--- src/rtl/seven_seg_to_bcd_capture.sv ---
// Receive-side seven-segment capture: samples a multiplexed active-low segment
// bus, qualifies each digit dwell for stability and decodes it back to BCD.
module seven_seg_to_bcd_capture #(
  parameter int unsigned NUM_DIGITS    = 4,
  parameter int unsigned STABLE_CYCLES = 4
) (
  input  logic                    clock,
  input  logic                    reset_n,
  input  logic [6:0]              seg_in,
  input  logic [NUM_DIGITS-1:0]   an_in,
  input  logic                    err_clear,
  output logic [4*NUM_DIGITS-1:0] digits_out,
  output logic [NUM_DIGITS-1:0]   digit_valid,
  output logic                    frame_valid,
  output logic                    err_sticky
);

  localparam int unsigned CNT_W  = $clog2(STABLE_CYCLES + 1);
  localparam int unsigned SLOT_W = $clog2(NUM_DIGITS);
  localparam int unsigned SMP_W  = NUM_DIGITS + 7;
  localparam logic [CNT_W-1:0] CNT_MAX = CNT_W'(STABLE_CYCLES);

  typedef enum logic [1:0] {
    IDLE,
    TRACK,
    HOLD
  } state_t;

  state_t              state_q, state_d;
  logic [CNT_W-1:0]    count_q, count_d;
  logic [SMP_W-1:0]    sample_q;
  logic [SMP_W-1:0]    track_q, track_d;
  logic                sample_active;
  logic                commit;
  logic                commit_ok;
  logic [3:0]          commit_bcd;
  logic [SLOT_W-1:0]   commit_slot;
  logic [NUM_DIGITS-1:0] mask_q, mask_set, mask_merged;

  // Exactly one enable low marks a real digit slot; anything else is ghosting.
  function automatic logic one_low(input logic [NUM_DIGITS-1:0] an);
    int unsigned zeros;
    zeros = 0;
    for (int unsigned i = 0; i < NUM_DIGITS; i++) begin
      if (!an[i]) zeros++;
    end
    return (zeros == 1);
  endfunction

  function automatic logic [SLOT_W-1:0] slot_of(input logic [NUM_DIGITS-1:0] an);
    logic [SLOT_W-1:0] slot;
    slot = '0;
    for (int unsigned i = 0; i < NUM_DIGITS; i++) begin
      if (!an[i]) slot = SLOT_W'(i);
    end
    return slot;
  endfunction

  // Returns {ok, bcd}; blank display maps to 4'hF.
  function automatic logic [4:0] decode(input logic [6:0] seg);
    logic [4:0] r;
    case (seg)
      7'h01:   r = {1'b1, 4'h0};
      7'h4F:   r = {1'b1, 4'h1};
      7'h12:   r = {1'b1, 4'h2};
      7'h06:   r = {1'b1, 4'h3};
      7'h4C:   r = {1'b1, 4'h4};
      7'h24:   r = {1'b1, 4'h5};
      7'h20:   r = {1'b1, 4'h6};
      7'h0F:   r = {1'b1, 4'h7};
      7'h00:   r = {1'b1, 4'h8};
      7'h04:   r = {1'b1, 4'h9};
      7'h7F:   r = {1'b1, 4'hF};
      default: r = {1'b0, 4'h0};
    endcase
    return r;
  endfunction

  always_ff @(posedge clock) begin
    if (!reset_n) sample_q <= '1;
    else          sample_q <= {an_in, seg_in};
  end

  assign sample_active = one_low(sample_q[SMP_W-1:7]);

  always_ff @(posedge clock) begin
    if (!reset_n) begin
      state_q <= IDLE;
      count_q <= '0;
      track_q <= '1;
    end else begin
      state_q <= state_d;
      count_q <= count_d;
      track_q <= track_d;
    end
  end

  // The commit fires one edge after the count saturates, using the tracked
  // pattern, so the current sample does not affect what gets written.
  always_comb begin
    state_d = state_q;
    count_d = count_q;
    track_d = track_q;
    commit  = 1'b0;
    case (state_q)
      IDLE: begin
        if (sample_active) begin
          state_d = TRACK;
          count_d = CNT_W'(1);
          track_d = sample_q;
        end
      end
      TRACK: begin
        if (count_q == CNT_MAX) begin
          commit  = 1'b1;
          state_d = HOLD;
        end else if (!sample_active) begin
          state_d = IDLE;
          count_d = '0;
        end else if (sample_q == track_q) begin
          count_d = count_q + 1'b1;
        end else begin
          count_d = CNT_W'(1);
          track_d = sample_q;
        end
      end
      HOLD: begin
        if (sample_q != track_q) begin
          if (sample_active) begin
            state_d = TRACK;
            count_d = CNT_W'(1);
            track_d = sample_q;
          end else begin
            state_d = IDLE;
            count_d = '0;
          end
        end
      end
      default: begin
        state_d = IDLE;
        count_d = '0;
      end
    endcase
  end

  assign {commit_ok, commit_bcd} = decode(track_q[6:0]);
  assign commit_slot = slot_of(track_q[SMP_W-1:7]);

  always_comb begin
    mask_set = '0;
    if (commit && commit_ok) mask_set = NUM_DIGITS'(1) << commit_slot;
    mask_merged = mask_q | mask_set;
  end

  always_ff @(posedge clock) begin
    if (!reset_n) begin
      digits_out  <= '0;
      digit_valid <= '0;
      frame_valid <= 1'b0;
      err_sticky  <= 1'b0;
      mask_q      <= '0;
    end else begin
      if (commit && commit_ok) begin
        digits_out[4*commit_slot +: 4] <= commit_bcd;
        digit_valid[commit_slot]       <= 1'b1;
      end
      if (&mask_merged) begin
        frame_valid <= 1'b1;
        mask_q      <= '0;
      end else begin
        frame_valid <= 1'b0;
        mask_q      <= mask_merged;
      end
      if (commit && !commit_ok) err_sticky <= 1'b1;
      else if (err_clear)       err_sticky <= 1'b0;
    end
  end

endmodule

--- config.mk ---
export PLATFORM = sky130hd
export DESIGN_NAME = seven_seg_to_bcd_capture
export DESIGN_NICKNAME = d
export VERILOG_FILES = /design/src/rtl/seven_seg_to_bcd_capture.sv
export SDC_FILE = /design/constraint.sdc
export NUM_CORES = 1
export LEC_CHECK = 0
export ABC_AREA = 1
export CAP_MARGIN = 20
export CORE_MARGIN = 3
export CORE_UTILIZATION = 35
export DETAILED_ROUTE_END_ITERATION = 7
export GPL_TIMING_DRIVEN = 0
export PLACE_DENSITY_LB_ADDON = 0.3
export SYNTH_ARGS = -nofsm -noshare
export SYNTH_HDL_FRONTEND = slang
export SYNTH_SLANG_ARGS = --single-unit
--- constraint.sdc ---
create_clock -name clock -period 3 [get_ports clock]
set_input_delay 0.6 -clock clock [delete_from_list [all_inputs] [get_ports clock]]
set_output_delay 0.6 -clock clock [all_outputs]
set_load 0.01 [all_outputs]
==> results of run 1 <==
==> worst paths after layout <==
kind              cells after the start  slack [ps]            end
setup / recovery                     12         740     track_q[1]
hold / removal                        2         450  digits_out[1]
hold reg to reg                       2         450  digits_out[1]
setup reg to reg                     12         740     track_q[1]
==> through the flow <==
stage	cell area [sq um]	hold WS [ps]	power [mW]	util, %
after global placement	2970	433	1.23	43.2
after detailed placement	2970	437	1.24	43.2
after floorplan	2500	443	1.14	-
after CTS	3070	451	1.67	44.7
after global routing	3070	464	1.78	44.7
final	3070	448	1.66	44.7
==> power by group <==
part           internal, mW  total, mW  switching (mW)
sequential            0.755      0.809          0.0535
combinational         0.163      0.415           0.252
clock                 0.209      0.433           0.224
total                  1.13       1.66           0.530
==> critical path: stages, from the launching register on <==
cell and delay (ps):
dfxtp_1 410, inv_1 60, ha_1 300, xor2_1 180
inv_2 60, ha_1 280, nor3_1 210, o21ai_2 120
nor2_1 130, nand2_2 90, buf_6 150, nand2_1 50
nand3_1 80
==> state kept, by name (all words and copies together), names as in the netlist, 2 cells and up <==
register     cells
track_q         11
sample_q        11
count_q          3
digits_out      16
digit_valid      4
state_q          2
mask_q           4
==> synth_stat cells (6+ instances only) <==
master   instances
nand3_1         19
nand3_2          6
o21ai_0         22
nand2_2          8
dfxtp_1         53
nor2_1          26
or2_2           15
inv_1           50
xnor2_1          8
a21oi_1         25
nand2_1         63
==> placed cells by master (no fill, tap or decap) <==
master,synthesis,final
a21oi_1,25,25
buf_6,2,2
clkbuf_1,5,5
clkbuf_8,0,7
clkdlybuf4s50_1,0,35
clkinv_2,0,1
dfxtp_1,53,53
ha_1,5,5
inv_1,50,50
inv_2,5,5
nand2_1,63,63
nand2_2,8,8
nand2_4,1,1
nand3_1,19,19
nand3_2,6,6
nand4_1,4,4
nor2_1,26,26
nor2_2,4,4
nor2_4,2,2
nor3_1,4,4
nor3_2,5,5
o21ai_0,22,22
o21ai_2,1,1
or2_1,1,1
or2_2,15,15
xnor2_1,8,8
xor2_1,2,2
==> metal layers <==
| metal | part of all wire [%] | wire length (um) | vias up |
|---|---|---|---|
| li1 | - | - | 1130 |
| met2 | 44 | 2130 | 40 |
| met1 | 50 | 2410 | 921 |
| met4 | 1.7 | 82 | 0 |
| met3 | 4.1 | 198 | 8 |
| met5 | 0 | 0 | - |
==> area by class of cell <==
| type | count | area (sq um) |
|---|---|---|
| flip-flops and latches | 53 | 1060 |
| fillers | 720 | 3800 |
| well taps | 96 | 120 |
| plain buffers | 7 | 41.3 |
| inverters | 55 | 206 |
| clock buffers | 7 | 96.3 |
| clock inverters | 1 | 5.00 |
| multi-input cells | 221 | 1190 |
| repair buffers | 35 | 350 |
==> logic make-up (layout without fill, tap and decap cells) <==
kind of cell    Yosys count  count (layout)  share of synthesized area [%]
simple gates            158             158                           31.8
compound gates           48              48                           9.77
fa+ha+maj                 5               5                           2.51
buf+inv                  62             105                           9.92
xor+xnor                 10              10                           3.51
flops                    53              53                           42.5
==> qor.yml, run 1 <==
cts_root_buffer: "clkbuf_8"
power_leakage_nw: 1.29
crit_start: "sample_q[8]"
use_met3_pct: 3.17
grtUsageMet2_pct: 19.0
drv_slew: 0
cts_max_level: 2
clk_latency_ps: 300
drtIter0Drc: 94
clk_pin_slew_ps: 90
synth_edf_count: 0
wire_per_inst_um: 10.2
synth_flop_cell: "dfxtp_1"
worst_pin_slew_ps: 546
firstDrtPassIters: 4
antenna_found_initial: 0
rsz0062_at_grt: "no"
ctsHoldBuffers: 0
ys_warn_count: 0
finClkSkew_ps: 6.39
insertedDiodeCount: 0
cts_tree: "done"
cts_buffer_depth: 2
grt_pass1_wl_um: 8360
ys_seq_area_share_pct: 42.5
avgViaCountPerCell: 4.42
busiest_layer: "met2"
synth_fp_nets: 355
pin_count: 36
cts_made_buffers: 5
worstReg2RegStart: "sample_q[8]"
post-place-ws_ps: 753
post-cts-setup-buffers: 0
cap_violations: 0
avgSynthCellArea_sq_um: 7.43
port_buffers: 35
synth_area_leaders: "dfxtp_1 (43%), nand2_1 (9.5%), inv_1 (7.5%)"
die_w_um: 90.5
fmax_ghz: 0.443
core_sq_mm: 0.00687
hold_start: "digits_out[1]"
final_cells: 475
async_flop_share_pct: 0
hold_class: "reg2reg"
dp_cells: 467
placementRows: 30
place_hpwl_um: 3710
layout-drive-gt1-share_pct: 15.0
ctsResizeCount: 0
nNetsFinal: 397
die_h_um: 90.5
synth_top_area_share_pct: 42.5
grt_pass1_vias: 1841
cts.sinks: 53
p_per_area_mw_per_mm2: 540
routed-via-count: 2099
grt.total_usage_pct: 12.3
synth_top_area_cell: "dfxtp_1"
cp.required_ps: 3170
worst_slack_ps: 742
period_needed_ps: 2260
met1_usage_pct: 16.4
gp_congestion: 0.798
syn_area_sq_mm: 0.00250
status: "finished, final reports clean"
ir_drop_v: 0.000230
synth_cell_type_count: 24
grt_max_degree: 16
critical_path_class: "reg2reg"
finalSetupTns_ps: 0
initial_utilization_pct: 36.3
ant_nets: 0
cp-start-kind: "flop"
worstPathMaxFanout: 10
hold_viol: 0
wl_um: 4830
fin_crit_sh_pct: 75.3
dieArea_sq_mm: 0.00818
ys_ff_latch: 53
syn_inst: 336
arrival_ps: 2430
grt-ovfl-total: 0
crit_path_end_kind: "flop"
timing.slew.headroom_pct: 63.6
drcViolationCount: 0
finalSetupViolCount: 0
syn_to_final_growth_pct: 22.9
Note: power is estimated with default switching activity, not from simulation.
==> run 2: changes to the inputs <==
clock period = 1.9 ns   (was 3 ns; I/O delays follow)
==> qor.yml, run 2 (same netlist as run 1, synthesis figures left out) <==
place_hpwl_um: 3790
worstReg2RegStart: "track_q[4]"
cp-start-kind: "flop"
arrival_ps: 2260
grt.total_usage_pct: 13.3
cts_max_level: 2
place_area_sq_mm: 0.00298
use_met3_pct: 3.33
switching_share_pct: 34.4
ff2ff_setup_slack_ps: -180
cap_violations: 0
hold_end: "digits_out[14]"
n_fill_cell: 686
die_h_um: 90.5
dieArea_sq_mm: 0.00818
finalPower_mw: 2.81
initial_utilization_pct: 36.3
grtUsageMet2_pct: 21.3
seq_power_share_pct: 45.9
port_buffers: 35
core_sq_mm: 0.00687
routed-via-count: 2178
gp_congestion: 0.869
drcViolationCount: 0
cts.sinks: 53
cpMostUsedCell: "nand2_2"
reg2reg_to: "track_q[5]"
path_cells: "xnor2_1, nand3_1, nor3_2, nand2_1, or2_1, nand2_2, inv_2, buf_6, nand2_2, nand3_2"
slowest_stage: "dfxtp_1"
ant_nets: 0
post-place-ws_ps: -293
pin_count: 36
grt_max_degree: 17
timing.slew.headroom_pct: 62.1
layout-drive-gt1-share_pct: 26.7
critical_path_class: "reg2reg"
grt_pass1_vias: 1984
ctsHoldBuffers: 0
top_regs: "digits_out (16), sample_q (11), track_q (11)"
rsz0062_at_grt: "yes"
cts_tree: "done"
insertedDiodeCount: 0
hold_class: "reg2reg"
final_common_cell: "dfxtp_1"
cpPeakStageDelay_ps: 490
grt-ovfl-total: 0
p_per_area_mw_per_mm2: 843
finalSetupViolCount: 15
period_needed_ps: 2080
cts_made_buffers: 5
violations: "negative setup slack"
reg2reg_depth: 10
avgViaCountPerCell: 4.48
p_clk_share_pct: 23.8
clk_latency_ps: 300
most-common-layout-cells: "dfxtp_1 (49), nand2_1 (48), inv_1 (47), clkdlybuf4s50_1 (35), nor2_1 (24)"
antenna_found_initial: 0
cp.required_ps: 2080
grt_pass1_wl_um: 9060
firstDrtPassIters: 4
dp_cells: 467
combPwrFrac_pct: 30.3
wire_per_inst_um: 10.9
fin_area_sq_mm: 0.00333
busiest_layer: "met2"
top_register: "digits_out"
worstPathMaxFanout: 6
hold_start: "digits_out[14]"
wl_um: 5280
hold_viol: 0
holdPathStages: 2
nNetsFinal: 408
fmax_ghz: 0.480
die_w_um: 90.5
cts_root_buffer: "clkbuf_8"
worst_slack_ps: -184
syn_to_final_growth_pct: 33.6
largest_register_ffs: 16
cellInternalPower_mw: 1.84
ir_drop_v: 0.000359
fin_crit_sh_pct: 110
crit_path_end_kind: "flop"
power_leakage_nw: 1.35
final_cells: 486
placementRows: 30
clk_pin_slew_ps: 90
worst_pin_slew_ps: 568
switching_power_mw: 0.966
timing.hold.ws_ps: 446
cts_buffer_depth: 2
drtIter0Drc: 98
finClkSkew_ps: 3.39
status: "finished, violations left"
drv_slew: 0
met1_usage_pct: 17.3
run 2: cell count changes in the layout (fill, tap and decap cells not counted), moves of 4 or more:
cell	before	now
nand2_1	63	48
dfxtp_1	53	49
dfxtp_2	0	4
nand2_2	8	22
nand3_4	0	5
buf_4	0	9
run 2: power by group through the flow:
stage | registers (mW) | logic [mW] | clock network [mW]
global route | 1.30 | 0.960 | 0.735
finish | 1.29 | 0.853 | 0.668
detailed placement | 1.31 | 0.666 | 0
floorplan | 1.29 | 0.518 | 0
global placement | 1.30 | 0.648 | 0
CTS | 1.28 | 0.781 | 0.696
run 2: layout make-up:
| cell class | count | area, sq um | area share (%) |
|---|---|---|---|
| buffer | 7 | 41.3 | 1.24 |
| clock buffer | 6 | 82.6 | 2.48 |
| clock inverter | 2 | 13.8 | 0.413 |
| inverter | 55 | 206 | 6.19 |
| multi-input combinational | 221 | 1360 | 40.9 |
| sequential | 53 | 1070 | 32.0 |
| tap | 96 | 120 | 3.60 |
| timing repair buffer | 46 | 440 | 13.2 |
run 2: metrics by stage:
stage               utilization (%)  TNS, ps
global route                   48.5    -4840
global placement               43.4    -2630
detailed placement             43.4    -3920
CTS                            47.1    -2240
floorplan                         -     -962
finish                         48.5    -2300
run 2: worst max-delay path: cells and delay by family (launching register included):
family	cells	cell delay (ps)
XOR/XNOR	1	160
flip-flops	1	490
AND/OR/NAND/NOR	7	1100
buffers and inverters	2	200
run 2: layer usage:
metal	wire length, um	vias to the layer above
li1	-	1152
met1	2480	975
met2	2490	42
met3	219	9
met4	97	0
met5	0	-
run 2: repair_timing:
item / CTS / global route
gates resized for setup: 29 / 21
endpoints found under the setup margin: 19 / 21
buffers inserted: 6 / 3
cloned: 1 / 1
pin swaps: 10 / 11
run 2: how the worst max path moves through the flow:
stage                     start          to  slack (ps)  cells past startpoint
finish               track_q[4]  track_q[5]        -180                     10
global route        sample_q[7]  track_q[5]        -310                     15
CTS                 sample_q[7]  track_q[2]        -180                     14
detailed placement  sample_q[8]  track_q[2]        -290                     14
global placement    sample_q[8]  track_q[4]        -220                     14
floorplan           sample_q[8]  track_q[5]        -100                     14
